$ cat src/rtl/alu_pkg.sv
// rtl/alu_pkg.sv - shared opcodes, flag indices and add/sub flag helper
package alu_pkg;

    localparam logic [2:0] OP_ADD  = 3'b000;
    localparam logic [2:0] OP_SUB  = 3'b001;
    localparam logic [2:0] OP_AND  = 3'b010;
    localparam logic [2:0] OP_OR   = 3'b011;
    localparam logic [2:0] OP_XOR  = 3'b100;
    localparam logic [2:0] OP_SHL  = 3'b101;
    localparam logic [2:0] OP_SHR  = 3'b110;
    localparam logic [2:0] OP_SLTU = 3'b111;

    localparam int FLAG_CARRY    = 0;
    localparam int FLAG_ZERO     = 1;
    localparam int FLAG_OVERFLOW = 2;
    localparam int FLAG_NEGATIVE = 3;
    localparam int NUM_FLAGS     = 4;

    // Returns {carry, overflow} for ADD/SUB. ext is the extra top bit of the
    // zero-extended add/sub: carry-out for ADD, borrow for SUB.
    function automatic logic [1:0] addsub_flags(
        input logic is_sub,
        input logic a_msb,
        input logic b_msb,
        input logic r_msb,
        input logic ext
    );
        logic ovf;
        if (is_sub) begin
            ovf = (a_msb != b_msb) && (r_msb != a_msb);
        end else begin
            ovf = (a_msb == b_msb) && (r_msb != a_msb);
        end
        return {ext, ovf};
    endfunction

endpackage

$ cat src/rtl/alu_core_comb.sv
// rtl/alu_core_comb.sv - combinational ALU datapath producing result and flags
// Ports: a, b, op in; result and flags[NUM_FLAGS-1:0] (indexed by FLAG_*) out.
module alu_core_comb
    import alu_pkg::*;
#(
    parameter int WIDTH = 8
) (
    input  logic [WIDTH-1:0]     a,
    input  logic [WIDTH-1:0]     b,
    input  logic [2:0]           op,
    output logic [WIDTH-1:0]     result,
    output logic [NUM_FLAGS-1:0] flags
);

    localparam int SHW = $clog2(WIDTH);

    logic [SHW-1:0] sh;
    logic [WIDTH:0] sum_ext;
    logic [WIDTH:0] diff_ext;
    logic [WIDTH:0] shl_ext;
    logic [WIDTH:0] shr_ext;
    logic [1:0]     add_cv;
    logic [1:0]     sub_cv;
    logic           carry;
    logic           overflow;

    always_comb begin
        sh       = b[SHW-1:0];
        sum_ext  = {1'b0, a} + {1'b0, b};
        diff_ext = {1'b0, a} - {1'b0, b};
        // One extra bit on each shift catches the last bit shifted out;
        // a zero shift leaves that bit 0, giving carry=0 for free.
        shl_ext  = {1'b0, a} << sh;
        shr_ext  = {a, 1'b0} >> sh;
        add_cv   = addsub_flags(1'b0, a[WIDTH-1], b[WIDTH-1], sum_ext[WIDTH-1], sum_ext[WIDTH]);
        sub_cv   = addsub_flags(1'b1, a[WIDTH-1], b[WIDTH-1], diff_ext[WIDTH-1], diff_ext[WIDTH]);

        result   = '0;
        carry    = 1'b0;
        overflow = 1'b0;
        case (op)
            OP_ADD: begin
                result            = sum_ext[WIDTH-1:0];
                {carry, overflow} = add_cv;
            end
            OP_SUB: begin
                result            = diff_ext[WIDTH-1:0];
                {carry, overflow} = sub_cv;
            end
            OP_AND: result = a & b;
            OP_OR:  result = a | b;
            OP_XOR: result = a ^ b;
            OP_SHL: begin
                result = shl_ext[WIDTH-1:0];
                carry  = shl_ext[WIDTH];
            end
            OP_SHR: begin
                result = shr_ext[WIDTH:1];
                carry  = shr_ext[0];
            end
            OP_SLTU: begin
                result = {{(WIDTH-1){1'b0}}, diff_ext[WIDTH]};
                carry  = diff_ext[WIDTH];
            end
            default: ;
        endcase

        flags                = '0;
        flags[FLAG_CARRY]    = carry;
        flags[FLAG_ZERO]     = (result == '0);
        flags[FLAG_OVERFLOW] = overflow;
        flags[FLAG_NEGATIVE] = result[WIDTH-1];
    end

endmodule

$ cat src/rtl/alu_pipe_param.sv
// rtl/alu_pipe_param.sv - two-stage valid/ready ALU pipeline with op counter
// Ports: clk, rst; in_valid/in_ready with a, b, op; out_valid/out_ready with
// result, carry, zero, overflow, negative; op_count of output handshakes.
module alu_pipe_param
    import alu_pkg::*;
#(
    parameter int WIDTH   = 8,
    parameter int COUNT_W = 16
) (
    input  logic               clk,
    input  logic               rst,
    input  logic               in_valid,
    output logic               in_ready,
    input  logic [WIDTH-1:0]   a,
    input  logic [WIDTH-1:0]   b,
    input  logic [2:0]         op,
    output logic               out_valid,
    input  logic               out_ready,
    output logic [WIDTH-1:0]   result,
    output logic               carry,
    output logic               zero,
    output logic               overflow,
    output logic               negative,
    output logic [COUNT_W-1:0] op_count
);

    logic                 s1_valid_q, s1_valid_d;
    logic [WIDTH-1:0]     s1_a_q, s1_a_d;
    logic [WIDTH-1:0]     s1_b_q, s1_b_d;
    logic [2:0]           s1_op_q, s1_op_d;
    logic                 out_valid_q, out_valid_d;
    logic [WIDTH-1:0]     result_q, result_d;
    logic [NUM_FLAGS-1:0] flags_q, flags_d;
    logic [COUNT_W-1:0]   op_count_q, op_count_d;

    logic [WIDTH-1:0]     core_result;
    logic [NUM_FLAGS-1:0] core_flags;
    logic                 s2_adv;
    logic                 in_hs;
    logic                 out_hs;

    alu_core_comb #(.WIDTH(WIDTH)) u_core (
        .a      (s1_a_q),
        .b      (s1_b_q),
        .op     (s1_op_q),
        .result (core_result),
        .flags  (core_flags)
    );

    always_comb begin
        // S2 may load when its slot is empty or being drained this cycle;
        // S1 may load when empty or moving into S2. No skid buffer.
        s2_adv   = s1_valid_q && (!out_valid_q || out_ready);
        in_ready = !s1_valid_q || s2_adv;
        in_hs    = in_valid && in_ready;
        out_hs   = out_valid_q && out_ready;

        s1_valid_d = in_hs ? 1'b1 : (s2_adv ? 1'b0 : s1_valid_q);
        s1_a_d     = in_hs ? a  : s1_a_q;
        s1_b_d     = in_hs ? b  : s1_b_q;
        s1_op_d    = in_hs ? op : s1_op_q;

        out_valid_d = s2_adv ? 1'b1 : (out_hs ? 1'b0 : out_valid_q);
        result_d    = s2_adv ? core_result : result_q;
        flags_d     = s2_adv ? core_flags  : flags_q;

        op_count_d = op_count_q + COUNT_W'(out_hs);
    end

    always_ff @(posedge clk) begin
        if (rst) begin
            s1_valid_q  <= 1'b0;
            s1_a_q      <= '0;
            s1_b_q      <= '0;
            s1_op_q     <= '0;
            out_valid_q <= 1'b0;
            result_q    <= '0;
            flags_q     <= '0;
            op_count_q  <= '0;
        end else begin
            s1_valid_q  <= s1_valid_d;
            s1_a_q      <= s1_a_d;
            s1_b_q      <= s1_b_d;
            s1_op_q     <= s1_op_d;
            out_valid_q <= out_valid_d;
            result_q    <= result_d;
            flags_q     <= flags_d;
            op_count_q  <= op_count_d;
        end
    end

    assign out_valid = out_valid_q;
    assign result    = result_q;
    assign carry     = flags_q[FLAG_CARRY];
    assign zero      = flags_q[FLAG_ZERO];
    assign overflow  = flags_q[FLAG_OVERFLOW];
    assign negative  = flags_q[FLAG_NEGATIVE];
    assign op_count  = op_count_q;

endmodule

$ cat config.mk
export PLATFORM = sky130hd
export DESIGN_NAME = alu_pipe_param
export DESIGN_NICKNAME = d
export VERILOG_FILES = /design/src/rtl/alu_pkg.sv /design/src/rtl/alu_core_comb.sv /design/src/rtl/alu_pipe_param.sv
export SDC_FILE = /design/constraint.sdc
export NUM_CORES = 1
export LEC_CHECK = 0
export CAP_MARGIN = 20
export CORE_ASPECT_RATIO = 0.5
export CORE_MARGIN = 4
export CORE_UTILIZATION = 60
export CTS_CLUSTER_DIAMETER = 30
export DETAILED_ROUTE_END_ITERATION = 10
export GPL_TIMING_DRIVEN = 0
export PLACE_DENSITY = 0.87
export SETUP_SLACK_MARGIN = 0.02
export SLEW_MARGIN = 25
export SYNTH_ARGS = -nofsm -noshare
export SYNTH_HDL_FRONTEND = slang
export SYNTH_SLANG_ARGS = --single-unit
export TNS_END_PERCENT = 1
$ cat constraint.sdc
create_clock -name clk -period 5.6 [get_ports clk]
set_input_delay 1.12 -clock clk [delete_from_list [all_inputs] [get_ports clk]]
set_output_delay 1.12 -clock clk [all_outputs]
set_load 0.1 [all_outputs]
==> reports/metrics.yaml, run 1 <==
fin_skew_ps: 4.96
drtPass1Iterations: 6
yosys-top-cells-area: "dfxtp_1 (26%), ha_1 (9.3%), nand2_1 (7.0%), a21oi_1 (6.6%), mux4_2 (3.7%)"
cts_hold_buf: 0
cts_buffer_depth: 2
hold_depth: 2
syn_to_final_growth_pct: 20.6
worstPathMaxFanout: 5
synth-edff-count: 0
synth_top_area_cell: "dfxtp_1"
reg2reg_from: "s1_b_q[2]"
drv_cap: 0
routed-wl-met3_um: 1270
antenna_found_initial: 0
critPathMostFrequentCell: "clkdlybuf4s50_1"
relSlewSlack: 0.326
drtIter0Drc: 437
synthArstFlopShare: 0
rows: 19
holdCritPathClass: "reg2reg"
drv_slew: 0
synthCells: 470
synth_common_cells: "nand2_1 (68), a21oi_1 (48), dfxtp_1 (48)"
cts_resized: 0
netlist_area_um2: 3630
pin_count: 53
worst_ep_required_time_ps: 4480
drc: 0
endpoint_kind: "output port"
num_antenna_cells: 0
core_um2: 5660
drtAntennaViolNets: 0
postCtsSetupBuffers: 0
place_area_um2: 4240
finish.utilization: 0.774
wl_met1_um: 4880
cts_root_buffer: "clkbuf_16"
critical_path_buf_inv_count: 2
synth_top_cell_area_share: 0.265
post_synth_num_cell_types: 61
nets: 581
rsz0062_at_grt: "no"
grt_first_pass_wirelength_um: 17700
grt_usage: 0.295
setup-violations-final: 0
post-synth-top-count-cell: "nand2_1"
yosys_warnings: 0
crit_type: "in2out"
crit_cells: 4
power_leakage_nw: 1.64
critPathTopFamily: "buffers and inverters"
dieArea_um2: 7440
vias: 3751
post_drt_via_cell_ratio: 6.23
power.density_nw_per_um2: 217
path_cells: "clkdlybuf4s50_1 -> nor2b_1 -> nand2_1 -> clkdlybuf4s50_1"
met2WireLength_um: 4660
cp.arrival_ps: 2930
ys.flop_type: "dfxtp_1"
wl_um: 11000
die_x_um: 118
io_buffers: 52
hold_violations: 0
routabilityCongestion: 1.06
peakVddDrop_mv: 0.141
start_kind: "input port"
path_clk_slew_ps: 60
cpMaxStageDelayCell: "clkdlybuf4s50_1"
fmax_mhz: 247
reg2reg_depth: 11
clk_latency_ps: 290
finalInstanceArea_um2: 4380
ys_seq_elements: 48
initial_core_util: 0.642
htreeDepth: 2
die_h_um: 63.0
top_layer_used: "met4"
syn-num-nets: 522
grt_pass1_vias: 3492
finalCritPeriodShare: 0.724
grt_max_degree: 15
gr-total-overflow: 0
syn_avg_cell_area_um2: 7.73
power_w: 0.000951
drive_gt1_frac: 0.0605
min-delay-start: "flags_q[2]"
period_needed_ps: 4050
hpwlAfterDp_um: 8390
cts_sinks: 48
seq_area_frac_synth: 0.265
post_drt_wl_per_cell_um: 18.2
tritoncts: "yes"
numCtsBuffers: 5
critPathLaunch: "out_ready"
tightest_slew_ps: 1010
fin_setup_tns_ps: 0
status: "complete, no violations"
cp_slowest_stage_delay_ps: 1140
[sequential cells by signal, summed over array words and instances (netlist names)]
register / count
s1_b_q: 8
s1_op_q: 3
op_count: 16
flags_q: 3
result: 8
s1_a_q: 8
out_valid: 1
s1_valid_q: 1
[layout make-up]
class	count	area [um2]
multi-input cells	363	2420
fillers	433	1280
inverters	28	105
plain buffers	31	141
well taps	73	91.3
clock buffers	5	125
flip-flops and latches	48	961
repair buffers	52	520
clock inverters	2	12.5
[stage by stage]
step,worst slack [ps],hold slack [ps],std cells
floorplan,2550,453,470
global placement,1570,447,595
detailed placement,1550,451,595
CTS,1550,460,602
global route,1500,487,602
finish,1550,462,602
[path summary, 6_finish.rpt]
kind | endpoint | slack (ps)
max | in_ready | 1550
min | flags_q[2] | 460
max reg2reg | flags_q[1] | 2250
min reg2reg | flags_q[2] | 460
[routing by layer]
metal,track usage,vias up
met5,0,-
met4,0.0745,0
met3,0.0877,16
met2,0.460,188
met1,0.400,1770
li1,-,1777
[layout by cell type (no fill, tap or decap), types with 4 or more instances in the layout]
cell type        netlist  layout
nand3_1               11      11
or3_1                  7       7
xor2_1                 8       8
nor2b_1                9       9
xnor2_1                8       8
mux4_2                 6       6
buf_1                  4       4
inv_1                 27      27
ha_1                  27      27
nand2b_1              10      10
a21oi_1               48      48
clkbuf_16              0       5
mux2i_1               13      13
a211oi_1               8       8
o21bai_1               4       4
clkdlybuf4s50_1        0      52
o21ai_0               23      23
dfxtp_1               48      48
o211ai_1               6       6
buf_2                  8       8
nor3_1                 8       8
nor2_1                35      35
a31oi_1                4       4
clkbuf_1              16      16
o22ai_1                6       6
nand4_1                4       4
nand2_1               68      68
[power breakdown]
part,internal (W),leakage (nW),switching [W]
clock,0.000162,0.0657,0.000130
combinational,0.000104,1.18,0.000183
sequential,0.000355,0.392,0.0000167
total,0.000621,1.64,0.000330
[worst register-to-register path: cells and delay by family (launching register included)]
family,cells,cell delay (ps)
AOI/OAI and AO/OA,5,1170
adders and majority gates,1,330
buffers and inverters,3,770
DFF,1,340
and+or+nand+nor,2,630
[cell families after synthesis]
group,Yosys count,share of synthesized area
adders and majority gates,29,0.104
xor gates and xnor gates,16,0.0386
DFF,48,0.265
and+or+nand+nor,170,0.222
muxes,20,0.0772
buffers and inverters,59,0.0679
AOI/OAI and AO/OA,128,0.226
Note: power is estimated with default switching activity, not from simulation.
==> run 2, diff against run 1 <==
- CORE_UTILIZATION: 60 -> 55
- PLACE_DENSITY: 0.87 -> 0.81
- clock period: 5.6 -> 4.3 ns (I/O delays scaled with it)
==> run 2 against run 1 <==
Worst setup slack got worse by 770 ps. Routed wire length rose by 2.3%. Clock power rose by 40%. Hold slack got worse by 4.0 ps. Register-to-register slack got worse by 1500 ps. Final cell count rose by 2.5%. Clock skew fell by 1.2 ps. Utilization fell by 6.7 points.
==> reports/metrics.yaml, run 2 (synthesis gave the netlist of run 1 again) <==
grt_max_degree: 15  # unchanged
power_leakage_nw: 1.64  # +0.44%
drv_cap: 0  # unchanged
layout_commonest_cell: "nand2_1"
cts_root_buffer: "clkbuf_16"
die_h_um: 65.5  # +3.9%
rows: 20  # +1
grt_pass1_vias: 3584  # +2.6%
power.density_nw_per_um2: 287  # +32%
holdCritPathClass: "reg2reg"
num_antenna_cells: 0  # unchanged
hpwlAfterDp_um: 8510  # +1.4%
reg2reg_depth: 11  # unchanged
antenna_found_initial: 0  # unchanged
grt_first_pass_wirelength_um: 18400  # +3.9%
finalCritPeriodShare: 0.819
core_um2: 6230  # +10%
cp_slowest_stage_delay_ps: 1140  # about the same
cts_buffer_depth: 2  # unchanged
power_w: 0.00127  # +33%
cp.arrival_ps: 2660  # -270 ps
peakVddDrop_mv: 0.193  # +37%
met2WireLength_um: 4770  # +2.3%
path_clk_slew_ps: 70  # about the same
nFillCells: 526  # +21%
crit_path_end: "in_ready"
worst_ep_required_time_ps: 3440  # -1040 ps
period_needed_ps: 3520
syn_to_final_growth_pct: 21.4
tritoncts: "yes"
routed-wl-met3_um: 1220  # -3.9%
final_cell_count_no_fill: 617  # +2.5%
wl_met1_um: 5040  # +3.3%
start_kind: "input port"
post-place-cells: 610  # +2.5%
nets: 581  # unchanged
post_drt_via_cell_ratio: 6.11  # -2.0%
fin_skew_ps: 3.79  # -1.18 ps
largest_reg_flops: 16  # unchanged
drive_gt1_frac: 0.0605  # unchanged
r2r_slack_ps: 790  # -1460 ps
setup-violations-final: 0  # unchanged
fmax_mhz: 284
htreeDepth: 2  # unchanged
drtAntennaViolNets: 0  # unchanged
hold_violations: 0  # unchanged
critPathMostFrequentCell: "clkdlybuf4s50_1"
postCtsSetupBuffers: 0  # unchanged
vias: 3768  # +0.45%
die_x_um: 123  # +4.1%
cts_sinks: 48  # unchanged
tightest_slew_ps: 987  # -21.1 ps
cpMaxStageDelayCell: "clkdlybuf4s50_1"
routabilityCongestion: 0.978  # -7.4%
io_buffers: 52  # unchanged
wl_um: 11200  # +2.3%
status: "complete, no violations"
cts_hold_buf: 0  # unchanged
drc: 0  # unchanged
path_cells: "clkdlybuf4s50_1 -> nor2b_1 -> nand2_1 -> clkdlybuf4s50_1"
crit_type: "in2out"
endpoint_kind: "output port"
multi_input_area_um2: 2420  # unchanged
gr-total-overflow: 0  # unchanged
dieArea_um2: 8050  # +8.2%
mostFrequentLayoutCells: "nand2_1 (68), clkdlybuf4s50_1 (52), a21oi_1 (48), dfxtp_1 (48), nor2_1 (35)"
fin_setup_tns_ps: 0  # unchanged
grt_usage: 0.295  # about the same
initial_core_util: 0.583  # -0.0590
top_layer_used: "met4"
post_drt_wl_per_cell_um: 18.2  # -0.17%
register_area_um2: 961  # unchanged
clk_latency_ps: 300  # about the same
rr_endpoint: "flags_q[1]"
rsz0062_at_grt: "no"
reg2reg_from: "s1_b_q[2]"
pin_count: 53  # unchanged
cts_resized: 0  # unchanged
worstPathMaxFanout: 5  # unchanged
drtIter0Drc: 370  # -15%
numCtsBuffers: 5  # unchanged
relSlewSlack: 0.340  # +0.0141
drv_slew: 0  # unchanged
critPathLaunch: "out_ready"
drtPass1Iterations: 5  # -1
run 2: cell types whose count changed in the layout (fill, tap and decap cells not counted), sizes merged:
| cell | before | now |
|---|---|---|
| clkbuf | 21 | 22 |
| clkinvlp | 1 | 0 |
run 2: layout make-up:
class                      instances  share of cell area
clock inverter                     1             0.00199
inverter                          28              0.0238
buffer                            31              0.0321
sequential                        48               0.218
multi-input combinational        363               0.550
tap                               88              0.0250
timing repair buffer              52               0.118
clock buffer                       6              0.0315
run 2: worst min path at each step:
stage                   start        end  slack [ps]  cells past startpoint
finish              result[6]  result[6]         460                      2
global route        result[5]  result[5]         500                      2
CTS                 result[5]  result[5]         460                      2
detailed placement  result[5]  result[5]         450                      2
global placement    result[5]  result[5]         450                      2
floorplan           s1_b_q[3]  s1_b_q[3]         450                      2
run 2: through the flow:
step / hold WS (ps) / setup slack (ps) / area (um2) / util
3_3_place_gp: 447 / 789 / 4260 / 0.684
2_1_floorplan: 453 / 1360 / 3630 / -
3_5_place_dp: 449 / 781 / 4260 / 0.684
5_1_grt: 499 / 626 / 4410 / 0.708
4_1_cts: 459 / 776 / 4410 / 0.708
6_report: 458 / 780 / 4410 / 0.708
run 2: per-layer routing:
layer	up-vias	GRT usage
met5	-	0
met4	0	0.0725
met3	27	0.0877
met2	192	0.458
met1	1770	0.402
li1	1779	-
run 2: report_power, final:
group | total [W] | switching [W] | internal [W]
Clock | 0.000408 | 0.000179 | 0.000230
Sequential | 0.000484 | 0.0000216 | 0.000463
Combinational | 0.000375 | 0.000239 | 0.000136
Total | 0.00127 | 0.000439 | 0.000828
run 2: critical path, delay by kind of cell:
| kind | cells | cell delay (ps) |
|---|---|---|
| buffers and inverters | 2 | 1610 |
| AND/OR/NAND/NOR | 2 | 190 |
==> run 3, diff against run 2 <==
- CORE_UTILIZATION: 55 -> 50
- PLACE_DENSITY: 0.81 -> 0.77
- clock period: 4.3 -> 2.9 ns (I/O delays scaled with it)
==> run 3 against run 2 <==
Hold slack better by 2.2 ps. Die area up 9.0%. Sequential share of layout area down 0.24 points. Clock skew up 3.8 ps. Design area up 1.5%. Worst setup slack worse by 720 ps. Register-to-register slack worse by 730 ps. Via count down 1.9%. Sequential cell count unchanged. Routed wire length down 2.7%. Utilization down 5.5 points. Combinational power up 52%. Critical path type is now reg2reg. Largest cell class unchanged.
==> reports/metrics.yaml, run 3 (synthesis gave the netlist of run 1 again) <==
reg2reg_depth: 11  # unchanged
tritoncts: "yes"
rows: 21  # +5.0%
period_needed_ps: 2840
drtIter0Drc: 246  # -34%
cts_buffer_depth: 2  # unchanged
hpwlAfterDp_um: 8360  # -1.7%
post_drt_via_cell_ratio: 5.96  # -2.4%
pin_count: 53  # unchanged
cpMaxStageDelayCell: "or4_1"
finalCritPeriodShare: 0.980
register_area_um2: 965  # +0.39%
grt_pass1_vias: 3352  # -6.5%
peakVddDrop_mv: 0.219  # +13%
rsz0062_at_grt: "yes"
start_kind: "register"
multi_input_area_um2: 2490  # +2.5%
vias: 3697  # -1.9%
worstPathMaxFanout: 9  # +4
crit_type: "reg2reg"
core_um2: 6860  # +10%
clk_latency_ps: 290  # about the same
die_x_um: 129  # +4.6%
setup-violations-final: 0  # unchanged
critPathMostFrequentCell: "nor3_2"
nFillCells: 604  # +15%
critPathTopFamily: "simple AND/OR/NAND/NOR gates"
worst_ep_required_time_ps: 3090  # -350 ps
routabilityCongestion: 0.991  # +1.4%
drc: 0  # unchanged
drv_slew: 0  # unchanged
drive_gt1_frac: 0.0852  # +0.0247
drv_cap: 0  # unchanged
dieArea_um2: 8780  # +9.0%
r2r_slack_ps: 60  # -730 ps
final_cell_count_no_fill: 620  # +0.49%
hold_violations: 0  # unchanged
endpoint_kind: "register"
cts_sinks: 48  # unchanged
cp.arrival_ps: 3030  # +370 ps
wl_um: 10900  # -2.7%
grt_first_pass_wirelength_um: 17200  # -6.3%
largest_reg_flops: 16  # unchanged
power.density_nw_per_um2: 421  # +46%
drtPass1Iterations: 6  # +1
layout_commonest_cell: "nand2_1"
numCtsBuffers: 5  # unchanged
die_h_um: 68.3  # +4.3%
power_leakage_nw: 1.66  # +1.1%
path_clk_slew_ps: 70  # about the same
post-place-cells: 614  # +0.66%
drtAntennaViolNets: 0  # unchanged
antenna_found_initial: 0  # unchanged
hold_depth: 2  # unchanged
gr-total-overflow: 0  # unchanged
path_cells: "clkbuf_2 -> inv_1 -> ha_1 -> buf_2 -> nor3_2 -> or4_1 -> a211oi_2 -> o41ai_4 -> nand4b_1 -> nor3_2 -> a41o_1"
grt_usage: 0.253  # -0.0417
relSlewSlack: 0.326  # -0.0134
fin_skew_ps: 7.58  # +3.79 ps
post_drt_wl_per_cell_um: 17.6  # -3.2%
fmax_mhz: 352
mostFrequentLayoutCells: "nand2_1 (68), clkdlybuf4s50_1 (51), a21oi_1 (48), dfxtp_1 (45), nor2_1 (35)"
initial_core_util: 0.530  # -0.0533
nets: 580  # -0.17%
io_buffers: 52  # unchanged
grt_max_degree: 15  # unchanged
cts_root_buffer: "clkbuf_16"
cp_slowest_stage_delay_ps: 500  # -640 ps
critical_path_buf_inv_count: 3  # +1
holdCritPathClass: "reg2reg"
tightest_slew_ps: 1010  # +20.0 ps
syn_to_final_growth_pct: 23.3
num_antenna_cells: 0  # unchanged
htreeDepth: 2  # unchanged
status: "complete, no violations"
cts_hold_buf: 0  # unchanged
power_w: 0.00188  # +49%
crit_cells: 11  # +7
==> run 3: path summary, 6_finish.rpt <==
path / start / end
max: s1_b_q[2] / flags_q[1]
max reg2reg: s1_b_q[2] / flags_q[1]
min reg2reg: result[6] / result[6]
min: result[6] / result[6]
==> run 3: stage by stage <==
| step | setup TNS [ps] | util | setup slack, ps | instance area [um2] | hold slack [ps] |
|---|---|---|---|---|---|
| 6_report | 0 | 0.653 | 57.6 | 4480 | 460 |
| 2_1_floorplan | 0 | - | 274 | 3630 | 453 |
| 5_1_grt | -117 | 0.653 | -59.3 | 4480 | 479 |
| 3_5_place_dp | -586 | 0.623 | -264 | 4270 | 455 |
| 3_3_place_gp | -561 | 0.623 | -264 | 4270 | 447 |
| 4_1_cts | 0 | 0.647 | 84.1 | 4440 | 465 |
==> run 3: final cells by class <==
| type | count | area share |
|---|---|---|
| clock inverter | 1 | 0.00196 |
| multi-input combinational | 363 | 0.555 |
| timing repair buffer | 52 | 0.116 |
| buffer | 30 | 0.0313 |
| clock buffer | 6 | 0.0310 |
| inverter | 28 | 0.0235 |
| tap | 92 | 0.0257 |
| sequential | 48 | 0.215 |
==> run 3: worst min-delay path, stage by stage, from the launching register on <==
cell and delay (ps):
dfxtp_1 310, nand2_1 50, a21oi_1 50
==> run 3: per-layer routing <==
metal	GRT usage	wire (um)	vias up
li1	-	-	1776
met1	0.360	4990	1711
met2	0.379	4610	192
met3	0.0725	1170	18
met4	0.0615	135	0
met5	0	0	-
==> run 3: timing repair <==
item	CTS	global route
resized for setup	5	11
pin swaps	0	0
buffers inserted	0	0
setup endpoints to repair	4	6
==> run 3: power breakdown <==
group	total (W)	leakage [nW]	internal [W]	switching, W
combinational	0.000571	1.20	0.000210	0.000361
clock	0.000595	0.0729	0.000340	0.000254
sequential	0.000719	0.393	0.000686	0.0000322
